## src/rtl/alarm_annunciator_if.sv

```systemverilog
// Event stream from the annunciator to a notification/logging consumer.
// valid/ready handshake carrying the 2-bit alarm code at the queue head.
interface alarm_annunciator_if;
    logic       evt_valid;
    logic [1:0] evt_code;
    logic       evt_ready;

    modport master (output evt_valid, output evt_code, input evt_ready);
    modport slave  (input evt_valid, input evt_code, output evt_ready);
endinterface

```

## src/rtl/alarm_annunciator.sv

```systemverilog
// Alarm latch, priority arbiter, cadenced buzzer, escalation FSM, event FIFO.
// Optional ANNUNC_RAIN_AUTOCLR_EN: rain self-clears and never escalates.
module alarm_annunciator #(
    parameter int TICK_DIV   = 4,
    parameter int ESC_TICKS  = 8,
    parameter int FIFO_DEPTH = 4
) (
    input  logic                 clk,
    input  logic                 reset,
    input  logic [2:0]           alarms,
    input  logic                 ack,
    output logic                 buzzer,
    output logic [1:0]           active_code,
    output logic                 escalate,
    output logic [2:0]           pending,
    output logic                 overflow,
    alarm_annunciator_if.master  evt
);
    localparam int PW = $clog2(TICK_DIV);
    localparam int EW = $clog2(ESC_TICKS + 1);
    localparam int AW = $clog2(FIFO_DEPTH);
    localparam int CW = $clog2(FIFO_DEPTH + 1);

    typedef enum logic [1:0] {IDLE, ALERT, ESCALATE} state_t;

    function automatic logic [1:0] prio(input logic [2:0] v);
        priority case (1'b1)
            v[2]:    prio = 2'd3;
            v[1]:    prio = 2'd2;
            v[0]:    prio = 2'd1;
            default: prio = 2'd0;
        endcase
    endfunction

    state_t          state, state_n;
    logic [EW-1:0]   esc_cnt, esc_n;
    logic [PW-1:0]   prescaler;
    logic [1:0]      cadence, cad_n;
    logic            tick, esc_ok, buzzer_n;
    logic [2:0]      alarms_q, muted, rise, live;
    logic [2:0]      pending_n, muted_n;
    logic [1:0]      code_n;
    logic            push_q, push_ok, pop, full;
    logic [1:0]      push_code_q;
    logic [1:0]      mem [FIFO_DEPTH];
    logic [AW-1:0]   wr_ptr, rd_ptr;
    logic [CW-1:0]   count;

    assign rise     = alarms & ~alarms_q;
    assign live     = pending & ~muted;
    assign tick     = (prescaler == PW'(TICK_DIV - 1));
    assign cad_n    = cadence + {1'b0, tick};
    assign escalate = (state == ESCALATE);

`ifdef ANNUNC_RAIN_AUTOCLR_EN
    assign esc_ok = (live[2:1] != 2'b00);
`else
    assign esc_ok = 1'b1;
`endif

    // A rise beats a simultaneous ack; ack drops gone alarms, mutes live ones.
    always_comb begin
        pending_n = pending;
        muted_n   = muted;
        for (int i = 0; i < 3; i++) begin
            if (rise[i]) begin
                pending_n[i] = 1'b1;
                muted_n[i]   = 1'b0;
            end else if (!alarms[i]) begin
                muted_n[i] = 1'b0;
                if (ack) pending_n[i] = 1'b0;
            end else if (ack) begin
                muted_n[i] = 1'b1;
            end
        end
`ifdef ANNUNC_RAIN_AUTOCLR_EN
        if (!alarms[0]) pending_n[0] = 1'b0;
`endif
    end

    assign code_n = prio(pending_n & ~muted_n);

    always_comb begin
        state_n  = state;
        esc_n    = esc_cnt;
        buzzer_n = 1'b0;
        case (state)
            IDLE: begin
                if (live != 3'b000) begin
                    state_n = ALERT;
                    esc_n   = '0;
                end
            end
            ALERT: begin
                if (live == 3'b000) begin
                    state_n = IDLE;
                end else if (tick) begin
                    if (esc_cnt == EW'(ESC_TICKS - 1)) begin
                        if (esc_ok) state_n = ESCALATE;
                    end else begin
                        esc_n = esc_cnt + EW'(1);
                    end
                end
            end
            ESCALATE: begin
                if (live == 3'b000) state_n = IDLE;
            end
            default: state_n = IDLE;
        endcase
        case (state_n)
            ESCALATE: buzzer_n = 1'b1;
            ALERT: begin
                case (code_n)
                    2'd3:    buzzer_n = 1'b1;
                    2'd2:    buzzer_n = ~cad_n[0];
                    2'd1:    buzzer_n = (cad_n == 2'd0);
                    default: buzzer_n = 1'b0;
                endcase
            end
            default: buzzer_n = 1'b0;
        endcase
    end

    assign full          = (count == CW'(FIFO_DEPTH));
    assign evt.evt_valid = (count != '0);
    assign evt.evt_code  = (count != '0) ? mem[rd_ptr] : 2'd0;
    assign pop           = (count != '0) && evt.evt_ready;
    assign push_ok       = push_q && (!full || pop);

    always_ff @(posedge clk or posedge reset) begin
        if (reset) begin
            state       <= IDLE;
            esc_cnt     <= '0;
            prescaler   <= '0;
            cadence     <= 2'd0;
            alarms_q    <= 3'b000;
            pending     <= 3'b000;
            muted       <= 3'b000;
            active_code <= 2'd0;
            buzzer      <= 1'b0;
            push_q      <= 1'b0;
            push_code_q <= 2'd0;
            wr_ptr      <= '0;
            rd_ptr      <= '0;
            count       <= '0;
            overflow    <= 1'b0;
        end else begin
            state       <= state_n;
            esc_cnt     <= esc_n;
            prescaler   <= tick ? '0 : prescaler + PW'(1);
            cadence     <= cad_n;
            alarms_q    <= alarms;
            pending     <= pending_n;
            muted       <= muted_n;
            active_code <= code_n;
            buzzer      <= buzzer_n;
            push_q      <= (rise != 3'b000);
            push_code_q <= prio(rise);
            if (push_ok) wr_ptr <= wr_ptr + AW'(1);
            if (pop) rd_ptr <= rd_ptr + AW'(1);
            count <= count + CW'(push_ok) - CW'(pop);
            if (push_q && full && !pop) overflow <= 1'b1;
        end
    end

    always_ff @(posedge clk) begin
        if (push_ok) mem[wr_ptr] <= push_code_q;
    end
endmodule

```

## src/flat_wrapper.sv

```systemverilog
// flat-port wrapper written by rule: the top's interface ports become plain ports
module alarm_annunciator_flat 
#(
    parameter int TICK_DIV   = 4,
    parameter int ESC_TICKS  = 8,
    parameter int FIFO_DEPTH = 4
)
  (clk, reset, alarms, ack, buzzer, active_code, escalate, pending, overflow, evt_evt_valid, evt_evt_code, evt_evt_ready);
  alarm_annunciator_if evt_i ();
  input  logic clk;
  input  logic reset;
  input  logic [2:0] alarms;
  input  logic ack;
  output logic buzzer;
  output logic [1:0] active_code;
  output logic escalate;
  output logic [2:0] pending;
  output logic overflow;
  output wire logic [$bits(evt_i.evt_valid)-1:0] evt_evt_valid;
  output wire logic [$bits(evt_i.evt_code)-1:0] evt_evt_code;
  input wire logic [$bits(evt_i.evt_ready)-1:0] evt_evt_ready;
  assign evt_evt_valid = evt_i.evt_valid;
  assign evt_evt_code = evt_i.evt_code;
  assign evt_i.evt_ready = evt_evt_ready;
  alarm_annunciator #(.TICK_DIV(TICK_DIV), .ESC_TICKS(ESC_TICKS), .FIFO_DEPTH(FIFO_DEPTH)) u_core (.clk(clk), .reset(reset), .alarms(alarms), .ack(ack), .buzzer(buzzer), .active_code(active_code), .escalate(escalate), .pending(pending), .overflow(overflow), .evt(evt_i));
endmodule
```

## config.mk

```make
export PLATFORM = sky130hd
export DESIGN_NAME = alarm_annunciator_flat
export DESIGN_NICKNAME = d
export VERILOG_FILES = /design/src/rtl/alarm_annunciator_if.sv /design/src/rtl/alarm_annunciator.sv /design/src/flat_wrapper.sv
export SDC_FILE = /design/constraint.sdc
export NUM_CORES = 1
export LEC_CHECK = 0
export CORE_ASPECT_RATIO = 1.5
export CORE_UTILIZATION = 30
export CTS_CLUSTER_DIAMETER = 40
export DETAILED_ROUTE_END_ITERATION = 16
export PLACE_DENSITY = 0.5
export SKIP_LAST_GASP = 1
export SYNTH_ARGS = -nofsm -noshare
export SYNTH_HDL_FRONTEND = slang
export SYNTH_SLANG_ARGS = --single-unit
```

## constraint.sdc

```tcl
create_clock -name clk -period 2.5 [get_ports clk]
set_clock_uncertainty 0.05 [all_clocks]
set_input_delay 0.75 -clock clk [delete_from_list [all_inputs] [get_ports clk]]
set_output_delay 0.75 -clock clk [all_outputs]
set_load 0.01 [all_outputs]
```

== After elaboration in Yosys (flattened, before gate mapping) ==
Memory sizes are Yosys's and may differ from the RTL's.
Cells that the tools add are included.

* Add/subtract/negate cells: 7
* Equality and inequality tests: 14
* Multiplexer cells: 41
* Bitwise operators: 7
* Reductions and logical operators: 15

{| class="wikitable"
|+ Operators with widths
! kind !! number
|-
| $mux 1 || 22
|-
| $mux 2 || 11
|-
| $mux 4 || 4
|-
| $eq 2x2->1 const B || 5
|-
| $and 3x3->3 || 3
|-
| $not 3->3 || 3
|-
| $reduce_bool 3->1 || 3
|-
| $pmux 4 s2 || 1
|-
| $add 2x1->2 const B || 3
|-
| $eq 2x1->1 const B || 3
|-
| $pmux 2 s3 || 1
|-
| $reduce_and 5->1 || 1
|-
| $add 4x1->4 const B || 1
|-
| $eq 4x3->1 const B || 1
|-
| $logic_and 1x1->1 || 4
|-
| $logic_not 2->1 || 2
|-
| $ne 2x1->1 const B || 2
|-
| $ne 2x2->1 const B || 2
|-
| $add 3x1->3 || 1
|-
| $eq 3x3->1 const B || 1
|-
| $logic_not 3->1 || 1
|-
| $pmux 1 s3 || 1
|-
| $sub 3x1->3 || 1
|-
| $add 2x1->2 || 1
|-
| other kinds (5) || 6
|}

* Register bits after elaboration: 33
* RAM bits: 8
* Input bits: 7
* Output and inout port bits: 11
* Logic and storage cells: 100
* Memories kept: 1

{| class="wikitable"
|+ Memory list
! memory !! depth !! bits a word !! read ports !! clocked after memory_dff !! write ports !! RTL line !! source
|-
| u_core.mem || 4 || 2 || 1 || 0 || 1 || alarm_annunciator.sv:45 || <nowiki>logic [1:0] mem [FIFO_DEPTH];</nowiki>
|}

== Logic depth before layout (Yosys ltp) ==
Gate-level depths: netlist of the first run.

* Depth after elaboration: 11
* Mapped depth: 10
* Gate-level depth less buffers: 9

== Worst setup path before layout of the first run ==
No wires, ideal clock.

* Path kind: in2reg
* Start point: input port evt_evt_ready
* End point: register u_core.count[2]
* Setup time: 123 ps
* Arrival time: 2,296 ps
* Data required time: 2,327 ps
* Path slack: 32 ps
* Cell stages on the path: 10
* Buffers on the path: 1
* Path through: nor4b_2 -> nor2b_1 -> buf_2 -> inv_1 -> ha_1 -> inv_1 -> ha_1 -> fa_1 -> xor2_1 -> xnor2_1

* Cells in the longest elaborated chain, start to end: 5

{| class="wikitable"
|+ Ends and longest elaborated chain
! what !! RTL line !! source
|-
| start: declaration || flat_wrapper.sv:21 || <nowiki>input wire logic [$bits(evt_i.evt_ready)-1:0] evt_evt_ready;</nowiki>
|-
| $logic_and 1x1->1 * || alarm_annunciator.sv:127 || <nowiki>assign pop = (count != '0) && evt.evt_ready;</nowiki>
|-
| $logic_or 1x1->1 || alarm_annunciator.sv:128 || <nowiki>assign push_ok = push_q && (!full || pop);</nowiki>
|-
| $logic_and 1x1->1 || alarm_annunciator.sv:128 ||
|-
| $add 3x1->3 || alarm_annunciator.sv:161 || <nowiki>count <= count + CW'(push_ok) - CW'(pop);</nowiki>
|-
| $sub 3x1->3 * || alarm_annunciator.sv:161 ||
|-
| end signal: assignment || alarm_annunciator.sv:161 ||
|-
| end: declaration || alarm_annunciator.sv:47 || <nowiki>logic [CW-1:0] count;</nowiki>
|}

Every way passes the cells marked *; elsewhere a longest branch is shown, timed or not.
A chain may end at the register's enable or synchronous reset.

== Worst setup path after layout of the first run ==
* Start point: register u_core.rd_ptr[0]
* End point: output port evt_evt_code[0]

* Cells in the longest elaborated chain, start to end: 2

{| class="wikitable"
|+ Ends and longest elaborated chain
! what !! RTL line !! source
|-
| start: declaration || alarm_annunciator.sv:46 || <nowiki>logic [AW-1:0] wr_ptr, rd_ptr;</nowiki>
|-
| start signal: assignment || alarm_annunciator.sv:160 || <nowiki>if (pop) rd_ptr <= rd_ptr + AW'(1);</nowiki>
|-
| $mem_v2 4x2 || -- ||
|-
| $mux 2 || alarm_annunciator.sv:126 || <nowiki>assign evt.evt_code = (count != '0) ? mem[rd_ptr] : 2'd0;</nowiki>
|-
| end: declaration || flat_wrapper.sv:20 || <nowiki>output wire logic [$bits(evt_i.evt_code)-1:0] evt_evt_code;</nowiki>
|}

Every way passes these cells.

==> results.yml, run 1 <==
sta:
  worstMarginPinSlew_ns: 0.4063
  rsz0062_at_grt: "true"
  finalSetupViolCount: 0
  fin_crit_sh_pct: 99.44
  report.final.slew_viol_count: 0
  hold_violations: 0
  max_slew_margin_pct: 72.91
  fin_crit_ns: 2.486
  max_freq_ghz: 0.4022
route:
  wirelength_um: 3307
  drtAntennaViolNets: 0
  avgViaCountPerCell: 4.641
  wire_per_inst_um: 12.77
  drc: 0
  dr.first_iter.drc_count: 37
  top_layer: "met4"
  vias: 1202
  met3WireLength_um: 121
  wl_met1_um: 1292
  drtPass1Iterations: 4
  dr_wl_met2_um: 1808
final_layout:
  fin_util_pct: 39.50
  final_nets: 205
  fillers: 571
  drive_above_1_share_pct: 18.18
  design_area_um2: 2336
  syn_to_final_growth_pct: 24.88
  num_antenna_cells: 0
  multiInputGateArea_um2: 754.5
  register_area_um2: 1067
power:
  p_sw_mw: 0.6372
  power_frac_seq_pct: 44.0
  internal_power_mw: 1.522
  clkPwrFrac_pct: 23.5
  comb_power_share_pct: 32.6
  p_per_area_nw_per_um2: 924.2
  vdd_drop_max_mv: 0.4445
  leakage_nw: 1.082
  power.share.switching_pct: 29.52
setup_path:
  critPathRequiredTime_ns: 1.70
  crit_slowest_cell: "mux4_2"
  worstPathArrival_ns: 1.69
  r2r_start: "u_core.count[2]$_DFF_PP0_"
  startpoint_type: "flip-flop"
  end_kind: "output port"
  crit_start: "u_core.rd_ptr[0]$_DFFE_PP0N_"
  crit_type: "flip-flop to output port"
  path_max_fanout: 2
  path_cells: "buf_4, mux4_2, and2_2, dlygate4sd2_1"
  max_stage_delay_ns: 0.47
outcome:
  status: "completed"
min_path:
  hold_start: "u_core.prescaler[0]$_DFF_PP0_"
  hold_class: "flip-flop to flip-flop"
clock_network:
  path_clk_slew_ns: 0.08
  worst_skew_pair.late_latency_ns: 0.28
  clk_path_buf_depth: 2
  h-tree-depth: 2
  cts_tree: "built"
  cts_inserted_buffers: 5
  cts.sinks: 41
  cts-root-buf: "clkbuf_8"
floorplanning:
  die_area_um2: 6561
  initial_utilization_pct: 31.63
  row_count: 34
  die_width_um: 66.47
  die_h_um: 98.71
  fp.coreArea_um2: 5913
  boundaryPins: 18
logic_synthesis:
  postSynthAreaPerCell_um2: 12.39
  synthArstFlopShare_pct: 80.49
  synth_ff_type: "dfrtp_1"
  syn-instance-count: 151
  syn_nets: 170
  syn_area_um2: 1871
  yosysWarnings: 0
  seq_area_frac_synth_pct: 56.99
  synth_edf_count: 8
  synth_seq_cells: 41
  synth.distinct_cells: 38
global_routing:
  grt_pass1_vias: 1206
  grt_overflow: 0
  grt_pass1_wl_um: 5526
  grt_start_max_net_pins: 34
  antenna_found_initial: 0
  track_usage_pct: 11.36
flow_run:
  drv_cap: 0
placed_design:
  hpwlAfterDp_um: 2451
  gp_congestion: 0.6780
  port_buffers: 17
  place_area_um2: 2171
==> power groups by stage <==
stage          logic [mW]  clock network (mW)  registers [mW]
2_1_floorplan       0.386                   0           0.951
3_3_place_gp        0.587                   0           0.955
3_5_place_dp        0.631                   0           0.969
4_1_cts             0.650               0.522           0.953
5_1_grt             0.790               0.558           0.967
6_report            0.703               0.507           0.949
==> kinds of logic after synthesis <==
family | count (synthesis) | share of synthesized area [%]
xor gates and xnor gates | 6 | 2.810
muxes | 3 | 3.144
buffers and inverters | 17 | 3.478
DFF | 41 | 56.99
adders and majority gates | 12 | 8.428
and+or+nand+nor | 47 | 14.72
AOI/OAI and AO/OA | 25 | 10.43
==> Yosys cell counts, types with 4 or more instances <==
cell	count	area share, %
a21oi_1	6	1.6
and2_1	4	1.3
dfrtp_1	33	44
edfxtp_1	8	13
ha_1	11	7.4
inv_1	16	3.2
nand2_1	12	2.4
nand2b_1	5	1.7
nand4_1	5	1.7
nor2b_1	7	2.3
==> critical path: cells and delay by family, from the launching register on <==
family | cells | cell delay, ns
flops | 1 | 0.35
mux | 1 | 0.47
buf+inv | 2 | 0.38
simple gates | 1 | 0.20
==> final timing paths <==
kind	cells past startpoint	slack, ns	endpoint
min reg2reg	1	0.39	u_core.prescaler[0]$_DFF_PP0_
max	4	0.01	evt_evt_code[0]
max in group asynchronous	3	1.29	u_core.count[1]$_DFF_PP0_
min	1	0.39	u_core.prescaler[0]$_DFF_PP0_
max reg2reg	8	0.11	u_core.count[2]$_DFF_PP0_
min in group asynchronous	3	0.81	u_core.count[2]$_DFF_PP0_
==> routing by layer <==
metal,track usage [%],up-vias
met5,0,-
li1,-,587
met2,20.88,26
met1,11.50,582
met4,5.401,0
met3,2.894,7
==> flip-flops by register name (all words and copies together), names as in the netlist, 2 cells and up <==
register	cells
u_core.mem	8
u_core.esc_cnt	4
u_core.alarms_q	3
u_core.count	3
u_core.muted	3
u_core.pending	3
u_core.active_code	2
u_core.cadence	2
u_core.prescaler	2
u_core.push_code_q	2
u_core.rd_ptr	2
u_core.state	2
u_core.wr_ptr	2
==> repair_timing <==
| item | in CTS | in global routing |
|---|---|---|
| buffers inserted | 3 | 3 |
| gates cloned | 0 | 0 |
| resized for setup | 7 | 5 |
| pin swaps | 2 | 0 |
| endpoints found under the setup margin | 4 | 2 |
| hold buffers | 0 | 0 |
==> layout by cell type, fill, tap and decap left out, drive strengths merged, types with 3 or more instances in the layout <==
cell type and instances:
a21oi 7, a31oi 4, and2 7, buf 13, clkbuf 6, clkdlybuf4s50 14, dfrtp 33, edfxtp 8
ha 11, inv 16, nand2 13, nand2b 5, nand4 5, nor2 3, nor2b 7, o211a 3
o21ai 3, xnor2 3, xor2 3
==> metrics by stage <==
step | TNS, ns | hold slack [ns] | total power, mW | cells | worst slack (ns)
finish | 0 | 0.3876 | 2.159 | 259 | 0.01396
global placement | -0.5355 | 0.3695 | 1.542 | 245 | -0.3535
floorplan | 0 | 0.3599 | 1.337 | 151 | 0.03180
CTS | -0.03730 | 0.3914 | 2.125 | 256 | -0.03730
detailed placement | -0.8802 | 0.3817 | 1.601 | 245 | -0.5445
global route | -0.06846 | 0.4176 | 2.315 | 259 | -0.04884
==> area by class of cell <==
| cell class | count | area share, % |
|---|---|---|
| flip-flops and latches | 41 | 45.69 |
| multi-input cells | 93 | 32.30 |
| repair buffers | 29 | 10.98 |
| well taps | 72 | 3.856 |
| clock buffers | 6 | 3.107 |
| inverters | 16 | 2.571 |
| clock inverters | 2 | 1.500 |
Power figures use the tool's default switching activity.
==> run 2, diff against run 1 <==
- DONT_BUFFER_PORTS: unset -> 1
- PLACE_DENSITY: 0.5 -> 0.47
==> run 2 against run 1 <==
  * Die area is the same
  * Via count shrank 8.4%
  * Wire length shrank 6.8%
  * Cell area shrank 12%
  * Clock power shrank 12%
  * Utilization shrank 4.6 points
  * First-iteration DRC count shrank 11%
  * Clock-buffer cell count shrank 1
  * Setup slack gained 0.074 ns
  * Sequential power grew 2.1%
==> results.yml, run 2 (synthesis gave the netlist of run 1 again) <==
sta:
  worstMarginPinSlew_ns: 0.4351
  max_freq_ghz: 0.4146
  rsz0062_at_grt: "false"
  fin_crit_sh_pct: 96.48
  max_slew_margin_pct: 71.00
  layout_setup_ws_ns: 0.08795
  hold_violations: 0
  finalSetupViolCount: 0
  fin_crit_ns: 2.412
  report.final.slew_viol_count: 0
  setup_tns_ns: 0
setup_path:
  regToRegSetupSlack_ns: 0.09
  critPathRequiredTime_ns: 2.64
  max_stage_delay_ns: 0.44
  path_cells: "or3_4, and2_4, ha_1, inv_1, ha_1, fa_1, xor2_1, xnor2_1"
  critPathMostFrequentCell: "ha_1"
  worstPathArrival_ns: 2.55
  crit_family: "adder cells"
  crit_type: "flip-flop to flip-flop"
  path_max_fanout: 4
  startpoint_type: "flip-flop"
  crit_slowest_cell: "dfrtp_1"
  end_kind: "flip-flop"
  worst-path-buf-inv: 1
floorplanning:
  die_width_um: 66.47
  die_h_um: 98.71
  boundaryPins: 18
  fp.coreArea_um2: 5913
  die_area_um2: 6561
  row_count: 34
  initial_utilization_pct: 31.63
final_layout:
  top_regs: "u_core.mem: 8 flops, u_core.esc_cnt: 4 flops"
  largest_register_ffs: 8
  fillers: 577
  finalNonFillerCells: 232
  largest_register: "u_core.mem"
  register_area_um2: 1066
  syn_to_final_growth_pct: 10.37
  multiInputGateArea_um2: 739.5
  drive_above_1_share_pct: 12.50
  num_antenna_cells: 0
  final_nets: 178
  layout_common_cells: "33 x dfrtp_1, 16 x inv_1, 12 x nand2_1, 11 x ha_1, 8 x edfxtp_1"
  final_common_cell: "dfrtp_1"
power:
  vdd_drop_max_mv: 0.3836
  p_per_area_nw_per_um2: 907.5
  leakage_nw: 0.9511
global_routing:
  grt_start_max_net_pins: 34
  grt_overflow: 0
  grt_pass1_vias: 1209
  track_usage_pct: 10.87
  antenna_found_initial: 0
  grt_pass1_wl_um: 5299
placed_design:
  hpwlAfterDp_um: 2313
  pre_cts_ws_ns: 0.008223
  dp_cells: 224
  gp_congestion: 0.6882
  port_buffers: 0
clock_network:
  h-tree-depth: 2
  cts-root-buf: "clkbuf_8"
  cts_inserted_buffers: 5
  cts_tree: "built"
  cts.sinks: 41
  clk_path_buf_depth: 2
  post_cts_buffers: 0
  cts_resized: 0
  cts-hold-fix-buffers: 0
  path_clk_slew_ns: 0.09
  worst_skew_pair.late_latency_ns: 0.30
flow_run:
  drv_cap: 0
route:
  drtAntennaViolNets: 0
  wire_per_inst_um: 13.28
  avgViaCountPerCell: 4.746
  drtPass1Iterations: 4
  dr.first_iter.drc_count: 33
  wirelength_um: 3081
  vias: 1101
  drc: 0
min_path:
  hold_class: "primary input to asynchronous set/reset pin"
outcome:
  status: "completed"
[run 2: cell types whose count changed in the layout (fill, tap and decap cells not counted), sizes merged, moves of 2 or more]
cell | previous run | this run
clkdlybuf4s50 | 14 | 0
buf | 13 | 2
dlygate4sd2 | 2 | 0
inv | 16 | 18
[run 2: final timing paths]
kind,startpoint,to,depth (start not counted)
setup / recovery,u_core.count[1]$_DFF_PP0_,u_core.count[2]$_DFF_PP0_,8
hold / removal,reset,u_core.overflow$_DFFE_PP0P_,2
setup reg to reg,u_core.count[1]$_DFF_PP0_,u_core.count[2]$_DFF_PP0_,8
hold reg to reg,u_core.prescaler[0]$_DFF_PP0_,u_core.prescaler[0]$_DFF_PP0_,1
max in group asynchronous,reset,u_core.state[1]$_DFF_PP0_,2
min in group clk,u_core.prescaler[0]$_DFF_PP0_,u_core.prescaler[0]$_DFF_PP0_,1
[run 2: worst register-to-register path, stage by stage, from the launching register on]
cell and delay [ns]:
dfrtp_1 0.44, or3_4 0.42, and2_4 0.19, ha_1 0.27
inv_1 0.04, ha_1 0.20, fa_1 0.40, xor2_1 0.16
xnor2_1 0.13
[run 2: area by class of cell]
| class | count | share of cell area [%] |
|---|---|---|
| Clock buffer | 5 | 3.333 |
| Multi-Input combinational cell | 93 | 35.82 |
| Inverter | 16 | 2.909 |
| Tap cell | 72 | 4.364 |
| Clock inverter | 3 | 1.212 |
| Sequential cell | 41 | 51.64 |
| Timing Repair Buffer | 2 | 0.7273 |
[run 2: power breakdown]
part | internal, mW | switching (mW) | total [mW]
clock | 0.203 | 0.243 | 0.446
combinational | 0.230 | 0.227 | 0.458
sequential | 0.834 | 0.136 | 0.969
total | 1.27 | 0.606 | 1.87
[run 2: metal layers]
layer  wire [um]  up-vias  part of all wire (%)  global-route usage [%]
met1        1218      528                    40                   11.16
met3         173        5                   5.6                   3.819
met2        1617       32                    52                   18.76
li1            -      536                     -                       -
met4          72        0                   2.3                   5.892
met5           0        -                     0                       0
[run 2: metrics by stage]
step / power (mW) / hold WS (ns) / area, um2 / util (%)
detailed placement: 1.455 / 0.3775 / 1971 / 33.33
floorplan: 1.337 / 0.3599 / 1871 / -
global route: 2.017 / 0.4096 / 2064 / 34.91
finish: 1.874 / 0.3756 / 2064 / 34.91
CTS: 1.914 / 0.3885 / 2064 / 34.91
global placement: 1.420 / 0.3693 / 1971 / 33.33
